### config.mk
export PLATFORM = sky130hd
export DESIGN_NAME = id_ex_stage_reg
export DESIGN_NICKNAME = d
export VERILOG_FILES = /design/src/rtl/id_ex_stage_reg.sv
export SDC_FILE = /design/constraint.sdc
export NUM_CORES = 1
export LEC_CHECK = 0
export BUFFER_PORTS_ARGS = -buffer_cell sky130_fd_sc_hd__buf_2
export CORE_MARGIN = 4
export CORE_UTILIZATION = 30
export CTS_CLUSTER_DIAMETER = 30
export DETAILED_ROUTE_END_ITERATION = 16
export PLACE_DENSITY = 0.63
export SLEW_MARGIN = 5
export SYNTH_ARGS = -nofsm -noshare
export SYNTH_HDL_FRONTEND = slang
export SYNTH_SLANG_ARGS = --single-unit
### constraint.sdc
create_clock -name clk -period 3.1 [get_ports clk]
set_input_delay 0.62 -clock clk [delete_from_list [all_inputs] [get_ports clk]]
set_output_delay 0.62 -clock clk [all_outputs]
set_load 0.01 [all_outputs]
### src/rtl/id_ex_stage_reg.sv
// ----------------------------------------------------------------------------
// id_ex_stage_reg
//
// ID/EX pipeline register with load-use hazard detection, a WB write-through
// bypass and a saturating stall-cycle counter.
//
// Captures the decoded operands and control of the instruction in ID and
// presents them to EX one cycle later. The ex_rs1/ex_rs2/ex_rd/ex_reg_write
// outputs feed the EX-stage forwarding unit.
//
// Ports
//   clk, rstn           rising-edge clock, synchronous active-low reset
//   id_*                decoded instruction fields from ID
//   flush_i             EX branch/jump taken: squash the ID instruction
//   hold_i              downstream stall: freeze the ID/EX register
//   wb_we/wb_rd/wb_data regfile write happening in WB this cycle
//   ex_*                registered copies of the id_* fields, plus ex_valid
//   stall_o             hold PC and IF/ID this cycle (combinational)
//   stall_cnt           number of cycles stalled on load-use, saturating
// ----------------------------------------------------------------------------
module id_ex_stage_reg #(
    parameter int unsigned XLEN  = 32,
    parameter int unsigned RAW   = 5,
    parameter int unsigned CNT_W = 32
) (
    input  logic             clk,
    input  logic             rstn,

    input  logic             id_valid,
    input  logic [XLEN-1:0]  id_pc,
    input  logic [XLEN-1:0]  id_rs1_data,
    input  logic [XLEN-1:0]  id_rs2_data,
    input  logic [XLEN-1:0]  id_imm,
    input  logic [RAW-1:0]   id_rs1,
    input  logic [RAW-1:0]   id_rs2,
    input  logic [RAW-1:0]   id_rd,
    input  logic             id_uses_rs1,
    input  logic             id_uses_rs2,
    input  logic [4:0]       id_alu_op,
    input  logic             id_alu_src,
    input  logic             id_mem_read,
    input  logic             id_mem_write,
    input  logic             id_mem_to_reg,
    input  logic             id_reg_write,

    input  logic             flush_i,
    input  logic             hold_i,

    input  logic             wb_we,
    input  logic [RAW-1:0]   wb_rd,
    input  logic [XLEN-1:0]  wb_data,

    output logic             ex_valid,
    output logic [XLEN-1:0]  ex_pc,
    output logic [XLEN-1:0]  ex_rs1_data,
    output logic [XLEN-1:0]  ex_rs2_data,
    output logic [XLEN-1:0]  ex_imm,
    output logic [RAW-1:0]   ex_rs1,
    output logic [RAW-1:0]   ex_rs2,
    output logic [RAW-1:0]   ex_rd,
    output logic             ex_uses_rs1,
    output logic             ex_uses_rs2,
    output logic [4:0]       ex_alu_op,
    output logic             ex_alu_src,
    output logic             ex_mem_read,
    output logic             ex_mem_write,
    output logic             ex_mem_to_reg,
    output logic             ex_reg_write,

    output logic             stall_o,
    output logic [CNT_W-1:0] stall_cnt
);

    localparam logic [CNT_W-1:0] CNT_ONE = {{(CNT_W-1){1'b0}}, 1'b1};

    // ------------------------------------------------------------------------
    // Pipeline state
    // ------------------------------------------------------------------------
    logic             r_valid;
    logic [XLEN-1:0]  r_pc;
    logic [XLEN-1:0]  r_rs1_data;
    logic [XLEN-1:0]  r_rs2_data;
    logic [XLEN-1:0]  r_imm;
    logic [RAW-1:0]   r_rs1;
    logic [RAW-1:0]   r_rs2;
    logic [RAW-1:0]   r_rd;
    logic             r_uses_rs1;
    logic             r_uses_rs2;
    logic [4:0]       r_alu_op;
    logic             r_alu_src;
    logic             r_mem_read;
    logic             r_mem_write;
    logic             r_mem_to_reg;
    logic             r_reg_write;
    logic [CNT_W-1:0] r_stall_cnt;

    // ------------------------------------------------------------------------
    // Hazard detection
    // ------------------------------------------------------------------------
    logic w_rs1_hit;
    logic w_rs2_hit;
    logic w_load_use;
    logic w_bubble;
    logic w_cnt_inc;
    logic w_cnt_sat;

    assign w_rs1_hit  = id_uses_rs1 & (r_rd == id_rs1);
    assign w_rs2_hit  = id_uses_rs2 & (r_rd == id_rs2);
    assign w_load_use = r_valid & r_mem_read & (r_rd != '0) & id_valid &
                        (w_rs1_hit | w_rs2_hit);

    // A taken branch squashes the ID instruction anyway, so it never needs
    // to be held back; flush therefore masks the stall request.
    assign stall_o    = ~flush_i & (hold_i | w_load_use);

    // Flush always bubbles; a load-use bubble only matters when not holding,
    // since a hold keeps the current EX contents in place.
    assign w_bubble   = flush_i | (~hold_i & w_load_use);

    assign w_cnt_inc  = w_load_use & ~flush_i & ~hold_i;
    assign w_cnt_sat  = &r_stall_cnt;

    // ------------------------------------------------------------------------
    // WB write-through bypass
    //   On a load the incoming ID indices are compared; on a hold the held
    //   EX indices are compared so frozen operands do not go stale.
    // ------------------------------------------------------------------------
    logic w_wb_live;
    logic w_byp_id_rs1;
    logic w_byp_id_rs2;
    logic w_byp_ex_rs1;
    logic w_byp_ex_rs2;

    assign w_wb_live    = wb_we & (wb_rd != '0);
    assign w_byp_id_rs1 = w_wb_live & (wb_rd == id_rs1);
    assign w_byp_id_rs2 = w_wb_live & (wb_rd == id_rs2);
    assign w_byp_ex_rs1 = w_wb_live & (wb_rd == r_rs1);
    assign w_byp_ex_rs2 = w_wb_live & (wb_rd == r_rs2);

    // ------------------------------------------------------------------------
    // Register update: reset > flush > hold > load_use > load
    // ------------------------------------------------------------------------
    always_ff @(posedge clk) begin
        if (!rstn) begin
            r_valid      <= 1'b0;
            r_pc         <= '0;
            r_rs1_data   <= '0;
            r_rs2_data   <= '0;
            r_imm        <= '0;
            r_rs1        <= '0;
            r_rs2        <= '0;
            r_rd         <= '0;
            r_uses_rs1   <= 1'b0;
            r_uses_rs2   <= 1'b0;
            r_alu_op     <= '0;
            r_alu_src    <= 1'b0;
            r_mem_read   <= 1'b0;
            r_mem_write  <= 1'b0;
            r_mem_to_reg <= 1'b0;
            r_reg_write  <= 1'b0;
            r_stall_cnt  <= '0;
        end else begin
            if (w_bubble) begin
                r_valid      <= 1'b0;
                r_pc         <= '0;
                r_rs1_data   <= '0;
                r_rs2_data   <= '0;
                r_imm        <= '0;
                r_rs1        <= '0;
                r_rs2        <= '0;
                r_rd         <= '0;
                r_uses_rs1   <= 1'b0;
                r_uses_rs2   <= 1'b0;
                r_alu_op     <= '0;
                r_alu_src    <= 1'b0;
                r_mem_read   <= 1'b0;
                r_mem_write  <= 1'b0;
                r_mem_to_reg <= 1'b0;
                r_reg_write  <= 1'b0;
            end else if (hold_i) begin
                if (w_byp_ex_rs1) begin
                    r_rs1_data <= wb_data;
                end
                if (w_byp_ex_rs2) begin
                    r_rs2_data <= wb_data;
                end
            end else begin
                r_valid      <= id_valid;
                r_pc         <= id_pc;
                r_rs1_data   <= w_byp_id_rs1 ? wb_data : id_rs1_data;
                r_rs2_data   <= w_byp_id_rs2 ? wb_data : id_rs2_data;
                r_imm        <= id_imm;
                r_rs1        <= id_rs1;
                r_rs2        <= id_rs2;
                r_rd         <= id_rd;
                r_uses_rs1   <= id_uses_rs1;
                r_uses_rs2   <= id_uses_rs2;
                r_alu_op     <= id_alu_op;
                r_alu_src    <= id_alu_src;
                // An empty ID slot enters EX as a bubble with no side effects.
                r_mem_read   <= id_valid & id_mem_read;
                r_mem_write  <= id_valid & id_mem_write;
                r_mem_to_reg <= id_valid & id_mem_to_reg;
                r_reg_write  <= id_valid & id_reg_write;
            end

            if (w_cnt_inc && !w_cnt_sat) begin
                r_stall_cnt <= r_stall_cnt + CNT_ONE;
            end
        end
    end

    // ------------------------------------------------------------------------
    // Outputs
    // ------------------------------------------------------------------------
    assign ex_valid      = r_valid;
    assign ex_pc         = r_pc;
    assign ex_rs1_data   = r_rs1_data;
    assign ex_rs2_data   = r_rs2_data;
    assign ex_imm        = r_imm;
    assign ex_rs1        = r_rs1;
    assign ex_rs2        = r_rs2;
    assign ex_rd         = r_rd;
    assign ex_uses_rs1   = r_uses_rs1;
    assign ex_uses_rs2   = r_uses_rs2;
    assign ex_alu_op     = r_alu_op;
    assign ex_alu_src    = r_alu_src;
    assign ex_mem_read   = r_mem_read;
    assign ex_mem_write  = r_mem_write;
    assign ex_mem_to_reg = r_mem_to_reg;
    assign ex_reg_write  = r_reg_write;
    assign stall_cnt     = r_stall_cnt;

endmodule

# Yosys cells after proc, flatten, opt, wreduce, memory -nomap -nowiden
# Index checks and enable logic that the tools add are counted.
word_totals:
  register_bits: 188
  latchBits: 0
  ram_bits: 0
  romBits: 0
  input_bits: 198
  output_inout_bits: 189
  word_cells: 63
  memories: 0
op_classes:
  addsub: 1
  multipliers: 0
  n_div: 0
  magnitude_cmp: 0
  eq_ne: 8
  n_shift: 0
  mux: 6
  bitwise: 25
  reduce_logical: 6
op_table:
  columns: ["operator", "n"]
  rows:
  - ["$mux 32", 6]
  - ["$add 32x1->32 const B", 1]
  - ["$reduce_and 32->1", 1]
  - ["$eq 5x5->1", 6]
  - ["$and 1x1->1", 19]
  - ["$reduce_bool 5->1", 2]
  - ["$ne 2x1->1 const B", 2]
  - ["$not 1->1", 3]
  - ["$or 1x1->1", 3]
  - ["$reduce_or 2->1", 1]
  - ["$logic_and 1x1->1", 1]
  - ["$logic_not 1->1", 1]

# Depth between registers and ports, before layout
# Gate-level depths: netlist of the first run.
depth:
  word_depth: 7
  ltp_mapped: 9
  ltp_nobuf: 7

# Worst setup path after synthesis of the first run
# No wires, ideal clock.
synth_path:
  path_kind: "input port to flip-flop"
  from: "input wb_rd[1]"
  to: "register r_rs2_data[10], in the netlist ex_rs2_data[10]"
  setup_time_ps: 137
  t_arrival_ps: 2279
  required_time_ps: 2963
  setup_slack_ps: 683
  stages: 8
  path_buffers: 3
  path_cell_list: "buf_2 or4_4 o21ai_4 nor4_2 buf_2 buf_4 a211oi_1 a211oi_1"
synth_between:
  elab_chain_len: 5
  word_cells_on_any_way: 9
  classes_between: "eq/ne (3); mux (2); bitwise (3); reduce/logical (1)"
synth_rtl:
  columns: ["item", "line", "source"]
  rows:
  - ["from (decl)", "50", "input logic [RAW-1:0] wb_rd,"]
  - ["$reduce_bool 5->1", "134", "assign w_wb_live = wb_we & (wb_rd != '0);"]
  - ["$and 1x1->1", "134", null]
  - ["$and 1x1->1", "136", "assign w_byp_id_rs2 = w_wb_live & (wb_rd == id_rs2);"]
  - ["$mux 32", "191", "r_rs2_data <= w_byp_id_rs2 ? wb_data : id_rs2_data;"]
  - ["$mux 32", "180", "end else if (hold_i) begin"]
  - ["to (signal assigned)", "185", "r_rs2_data <= wb_data;"]
  - ["to (signal assigned)", "191", null]
  - ["to (decl)", "82", "logic [XLEN-1:0] r_rs2_data;"]
# Several ways; a longest one is shown, not always the timed one.
# A chain may end at the register's enable or synchronous reset.

# Worst setup path after layout of the first run
layout_path:
  from: "input wb_rd[0]"
  to: "register r_rs2_data[18], in the netlist ex_rs2_data[18]"
# The elaborated chain is that of the path after synthesis.

==> metrics.md, run 1 <==
| Metric | Value |
|---|---|
| Port Buf Inserts | `between 300 and 400` |
| Syn_area_per_cell | `~9.5 sq um` |
| Final min period | `approximately 2.7 ns` |
| TritonCTS clock tree | `yes` |
| CTS hold repair buffers | `0` |
| CP required | `around 3.5 ns` |
| Worst-skew pair later-pin latency | `0.43 ns` |
| Layout area overhead | `33.47%` |
| Wire per inst | `approximately 18 um` |
| Commonest non-fill, non-tap cells in the layout | `385 x buf_2, 188 x dfxtp_1, 144 x mux2i_1, 121 x nor2_1, 89 x a211oi_1` |
| F_max | `between 300 and 400 MHz` |
| CTS resizes | `0` |
| Largest delay contributor family on the critical path | `compound AO/OA/AOI/OAI gates` |
| EDFF count, synth | `0` |
| Clock share of power | `0.431` |
| Starting Density | `0.3072` |
| Final Wtd Congestion | `just under 0.9` |
| Post-DP Area | `~11,000 sq um` |
| Multi-input gate area | `between 4000 and 5000 sq um` |
| Rows | `61` |
| WP buf/inv | `1` |
| Initial antenna violation count | `3` |
| Psw | `between 1.5 and 2 mW` |
| CP Launch Type | `primary input` |
| Die ar. | `roughly 31,000 sq um` |
| Mapped Area | `roughly 8600 sq um` |
| Design Area, Final | `~11,000 sq um` |
| IO Pins | `slightly below 400` |
| Die H | `between 150 and 200 um` |
| Outcome | `complete, no violations` |
| Maxcap violations | `0` |
| Total CTS buffers | `17` |
| Top FF cell, synth | `dfxtp_1` |
| VDD IR max | `about 0.34 mV` |
| Finish-stage setup viols | `0` |
| Ys async rst share | `0` |
| Crit-path cells | `buf_2 > xnor2_1 > nand3_1 > or4_1 > a21oi_2 > a222oi_1 > nor2_1` |
| Slew HR | `0.1963` |
| Final hold vios | `0` |
| CTS sink cnt | `between 150 and 200` |
| DRT antenna net count | `0` |
| Logic pwr share | `0.117` |
| CORE AREA | `28,010 sq um` |
| Setup TNS | `0 ns` |
| Final Power | `between 5 and 6 mW` |
| Critical path class | `primary input to flop` |
| Post-synthesis cell count | `904` |
| Clock Skew | `~0.018 ns` |
| CP Capture Type | `flop` |
| Post-synthesis net count | `1,103` |
| Nets | `roughly 1,400` |
| RSZ-0062 raised after global routing | `no` |
| Largest net degree at the start of global routing | `129` |
| Worst-path clk slew | `about 0.09 ns` |
| Synth warnings | `0` |
| Worst path max stage delay | `around 0.90 ns` |
| Hold WC Path Type | `primary input to flop` |
| Vias in the first global route | `approximately 8,000` |
| Yosys cell types | `48` |
| Switching Fraction | `0.2769` |
| Via count | `8,215` |
| Sequential fraction of design power | `0.452` |
| CTS root buffer | `clkbuf_16` |
| Die width | `~180 um` |
| First-pass GRT wire length | `around 45,000 um` |
| Worst-path maximum fanout | `20` |
| Most common cell after layout, fill and taps aside | `buf_2` |
| # Post-CTS Setup Buffers | `0` |
| Synthesized flop and latch total | `approximately 190` |
| DRC Markers | `0` |
| CTS Buffer Depth | `2` |
| GRT Overall Usage | `0.1792` |
| Register Area | `around 3800 sq um` |
| Layout fillers | `approximately 2,800` |
| DRT Pass-1 Iters | `5` |
| Pleak | `5.166 nW` |
| Total number of H-tree levels | `4` |
| Tcrit/Tclk final | `0.8610` |
| Utilization after layout | `0.4100` |
| Power per cell area | `about 490 nW/um^2` |
| Iter 0 DRT Violations | `494` |
| Internal power | `4.048 mW` |
| Sequential share of the synthesized area | `0.4374` |
| Hpwl dp | `approximately 21,000 um` |
| Total wire length | `~30,000 um` |
| Layout cells sized above 1 | `0.3537` |
| Slowest CP cell | `a21oi_2` |
| Fin Hold WS | `approximately 0.42 ns` |
| Slew @ Worst Pin | `~1.2 ns` |
| Crit path DAT | `3.02 ns` |
| Via density per instance | `5.015` |
| Slew Viols, Final | `0` |
| GRT overflow | `0` |
==> path summary, 6_finish.rpt <==
path / start / end / slack [ns] / cells past startpoint
max: wb_rd[0] / ex_rs2_data[18] / 0.43 / 7
min: id_pc[18] / ex_pc[18] / 0.42 / 3
max reg2reg: stall_cnt[9] / stall_cnt[16] / 0.48 / 6
min reg2reg: ex_imm[3] / ex_imm[3] / 0.49 / 2
==> power groups by stage <==
stage	Sequential (mW)	Clock (mW)	Combinational [mW]
after detailed placement	2.58	0	0.660
after global placement	2.58	0	0.650
after floorplan	2.61	0	0.324
after CTS	2.53	2.50	0.661
after global routing	2.54	2.58	0.721
final	2.53	2.41	0.655
==> per-layer routing <==
layer	track usage	part of all wire	wire (um)	up-vias
met5	0	0.00044	13	-
met4	0.04318	0.015	453	2
met3	0.04751	0.073	2161	28
met2	0.3006	0.48	14170	307
met1	0.2308	0.43	12700	3898
li1	-	-	-	3980
==> worst register-to-register path: cells and delay by family (launching register included) <==
kind	cells	cell delay (ns)
AND/OR/NAND/NOR	4	1.81
flip-flops	1	0.54
AO/OA/AOI/OAI	2	0.20
==> cell families after synthesis <==
family	Yosys count	share of synthesized area
AO/OA/AOI/OAI	161	0.1441
buffers and inverters	84	0.04260
AND/OR/NAND/NOR	296	0.1764
XOR/XNOR	30	0.03054
multiplexers	144	0.1675
flip-flops	188	0.4374
adder cells (fa/ha/maj)	1	0.001454
==> synth_stat cells, types with 2 or more instances <==
library cell,count,area share
buf_2,17,0.0099
xnor2_1,19,0.019
nor2_1,122,0.053
o211ai_1,2,0.0017
dfxtp_1,188,0.44
nor2b_1,45,0.033
clkbuf_1,54,0.024
buf_1,2,0.00087
and4_4,2,0.0026
or4_1,10,0.0087
nand3_1,22,0.013
nand2_1,33,0.014
o31ai_1,9,0.0079
buf_4,2,0.0017
a222oi_1,20,0.023
or3_1,3,0.0022
nor4_1,13,0.0095
nand2b_1,14,0.010
inv_1,6,0.0026
a22oi_1,4,0.0035
nand4_1,10,0.0073
o311ai_0,4,0.0041
nor4_4,2,0.0049
nor3_1,4,0.0023
and2_1,3,0.0022
xor2_1,11,0.011
buf_6,3,0.0039
o41ai_1,5,0.0051
a311o_1,2,0.0023
mux2i_1,144,0.17
and3_1,6,0.0044
and4_1,2,0.0020
a211oi_1,89,0.078
a21oi_1,16,0.0093
o21ai_0,3,0.0017
==> layout make-up <==
cell class | count | area share
antenna | 2 | 0.0004358
clock inverter | 15 | 0.01928
timing repair buffer | 400 | 0.1814
multi-input combinational | 632 | 0.3910
clock buffer | 17 | 0.03704
inverter | 6 | 0.001961
tap | 378 | 0.04118
sequential | 188 | 0.3277
==> stage by stage <==
step                setup slack, ns  std cells
floorplan                    0.6832        904
global placement            0.05485       1604
detailed placement         -0.03373       1604
CTS                          0.4245       1636
global route                 0.1995       1637
finish                       0.4309       1638
(Power assumes the default switching activity.)
==> inputs of run 2 (changes only) <==
BUFFER_PORTS_ARGS = unset   (was -buffer_cell sky130_fd_sc_hd__buf_2)
DONT_BUFFER_PORTS = 1   (was unset)
PLACE_DENSITY = 0.53   (was 0.63)
clock period = 2.35 ns   (was 3.1 ns; I/O delays follow)
==> metrics.md, run 2 (synthesized netlist as in run 1, its figures left out) <==
| Metric | Value |
|---|---|
| # Post-CTS Setup Buffers | `0` |
| Critical path origin | `ex_rd[3]` |
| DRT antenna net count | `0` |
| Slew @ Worst Pin | `a little over 0.7 ns` |
| TritonCTS clock tree | `yes` |
| Commonest non-fill, non-tap cells in the layout | `188 x dfxtp_1, 144 x mux2i_1, 122 x nor2_1, 89 x a211oi_1, 45 x nor2b_1` |
| Hpwl dp | `approximately 20,000 um` |
| Logic pwr share | `0.066` |
| Largest net degree at the start of global routing | `189` |
| DRC Markers | `0` |
| Psw | `1.872 mW` |
| Iter 0 DRT Violations | `between 400 and 500` |
| Clock share of power | `0.437` |
| Final hold vios | `0` |
| Hold WC Path Type | `primary input to flop` |
| Utilization after layout | `0.3502` |
| Worst-path maximum fanout | `4` |
| CP Launch Type | `flop` |
| CP Capture Type | `output port` |
| Switching Fraction | `0.2733` |
| Final Wtd Congestion | `about 0.81` |
| Tcrit/Tclk final | `0.9493` |
| First-pass GRT wire length | `approximately 41,000 um` |
| GRT overflow | `0` |
| Critical path class | `flop to output port` |
| Slew HR | `0.5266` |
| RSZ-0062 raised after global routing | `no` |
| Maxcap violations | `0` |
| Design Area, Final | `between 9000 and 10,000 sq um` |
| Rows | `between 60 and 70` |
| Initial antenna violation count | `4` |
| Layout cells sized above 1 | `0.09756` |
| R2R Setup Slk | `0.13 ns` |
| Layout fillers | `between 2,000 and 3,000` |
| Crit path DAT | `1.76 ns` |
| IO Pins | `around 390` |
| Sequential fraction of design power | `0.497` |
| Nets | `1,088` |
| Via count | `6,844` |
| Finish-stage setup viols | `0` |
| Total CTS buffers | `17` |
| R2r startpoint | `stall_cnt[0]` |
| Setup TNS | `0 ns` |
| Total number of H-tree levels | `4` |
| CTS sink cnt | `~190` |
| Die H | `roughly 180 um` |
| Layout area overhead | `14.02%` |
| CTS Buffer Depth | `2` |
| Die ar. | `31,450 sq um` |
| GRT Overall Usage | `0.1681` |
| Vias in the first global route | `between 6,000 and 7,000` |
| CP required | `roughly 1.9 ns` |
| Worst-skew pair later-pin latency | `roughly 0.43 ns` |
| F_max | `between 400 and 500 MHz` |
| Most common cell after layout, fill and taps aside | `dfxtp_1` |
| Wire per inst | `~22 um` |
| Total wire length | `28,110 um` |
| Dpl cells | `between 1,000 and 1,500` |
| Pleak | `roughly 3.5 nW` |
| Slew Viols, Final | `0` |
| Worst-path clk slew | `0.08 ns` |
| CTS root buffer | `clkbuf_16` |
| Internal power | `about 5.0 mW` |
| Port Buf Inserts | `0` |
| Outcome | `complete, no violations` |
| Starting Density | `0.3072` |
| DRT Pass-1 Iters | `7` |
| Clock Skew | `0.01756 ns` |
| CORE AREA | `between 20,000 and 30,000 sq um` |
| Min-delay src | `hold_i` |
| Post-DP Area | `9178 sq um` |
| Power per cell area | `698.4 nW/um^2` |
| Die width | `about 180 um` |
| Final min period | `2.231 ns` |
| VDD IR max | `about 0.36 mV` |
| Final non-filler cell total | `between 1,000 and 1,500` |
| Via density per instance | `5.330` |
run 2: stage by stage:
stage | power [mW] | worst slack (ns) | hold slack, ns
final | 6.852 | 0.1192 | 0.1530
after global routing | 7.164 | 0.003433 | 0.1123
after CTS | 6.971 | 0.09837 | 0.1341
after detailed placement | 3.933 | 0.01322 | 0.5382
after global placement | 3.923 | 0.01181 | 0.5294
after floorplan | 3.876 | 0.02027 | 0.4945
run 2: power groups by stage:
| stage | clock [mW] | combinational [mW] | sequential [mW] |
|---|---|---|---|
| floorplan | 0 | 0.427 | 3.45 |
| global placement | 0 | 0.438 | 3.49 |
| detailed placement | 0 | 0.450 | 3.48 |
| CTS | 3.11 | 0.451 | 3.41 |
| global route | 3.24 | 0.502 | 3.42 |
| finish | 3.00 | 0.450 | 3.41 |
run 2: critical path, cell delays in order, from the launching register on:
cell     delay (ns)
dfxtp_1        0.43
xnor2_1        0.14
nand4_1        0.12
o22ai_1        0.27
a21oi_1        0.11
nor2_1         0.28
run 2: worst paths after layout:
check | endpoint | depth (start not counted)
max | stall_o | 5
min | ex_rs1_data[5] | 1
max reg2reg | stall_cnt[16] | 7
min reg2reg | stall_cnt[28] | 2
run 2: layout make-up:
type / count / area (sq um) / share of cell area
sequential: 188 / 3764 / 0.3836
timing repair buffer: 44 / 430.4 / 0.04387
tap: 378 / 473.0 / 0.04821
inverter: 6 / 22.52 / 0.002296
antenna: 4 / 10.01 / 0.001020
clock inverter: 15 / 196.4 / 0.02002
multi-input combinational: 632 / 4489 / 0.4576
clock buffer: 17 / 425.4 / 0.04336
run 2: per-layer routing:
| metal | up-vias | GRT usage | routed length, um |
|---|---|---|---|
| met2 | 287 | 0.2736 | 13630 |
| li1 | 3274 | - | - |
| met5 | - | 0 | 0 |
| met3 | 17 | 0.06476 | 2693 |
| met4 | 0 | 0.04673 | 359 |
| met1 | 3266 | 0.2084 | 11430 |
run 2: timing repair:
item	4_1_cts	5_1_grt
gates resized for setup	0	1
hold buffers	0	0
endpoints found under the setup margin	0	1
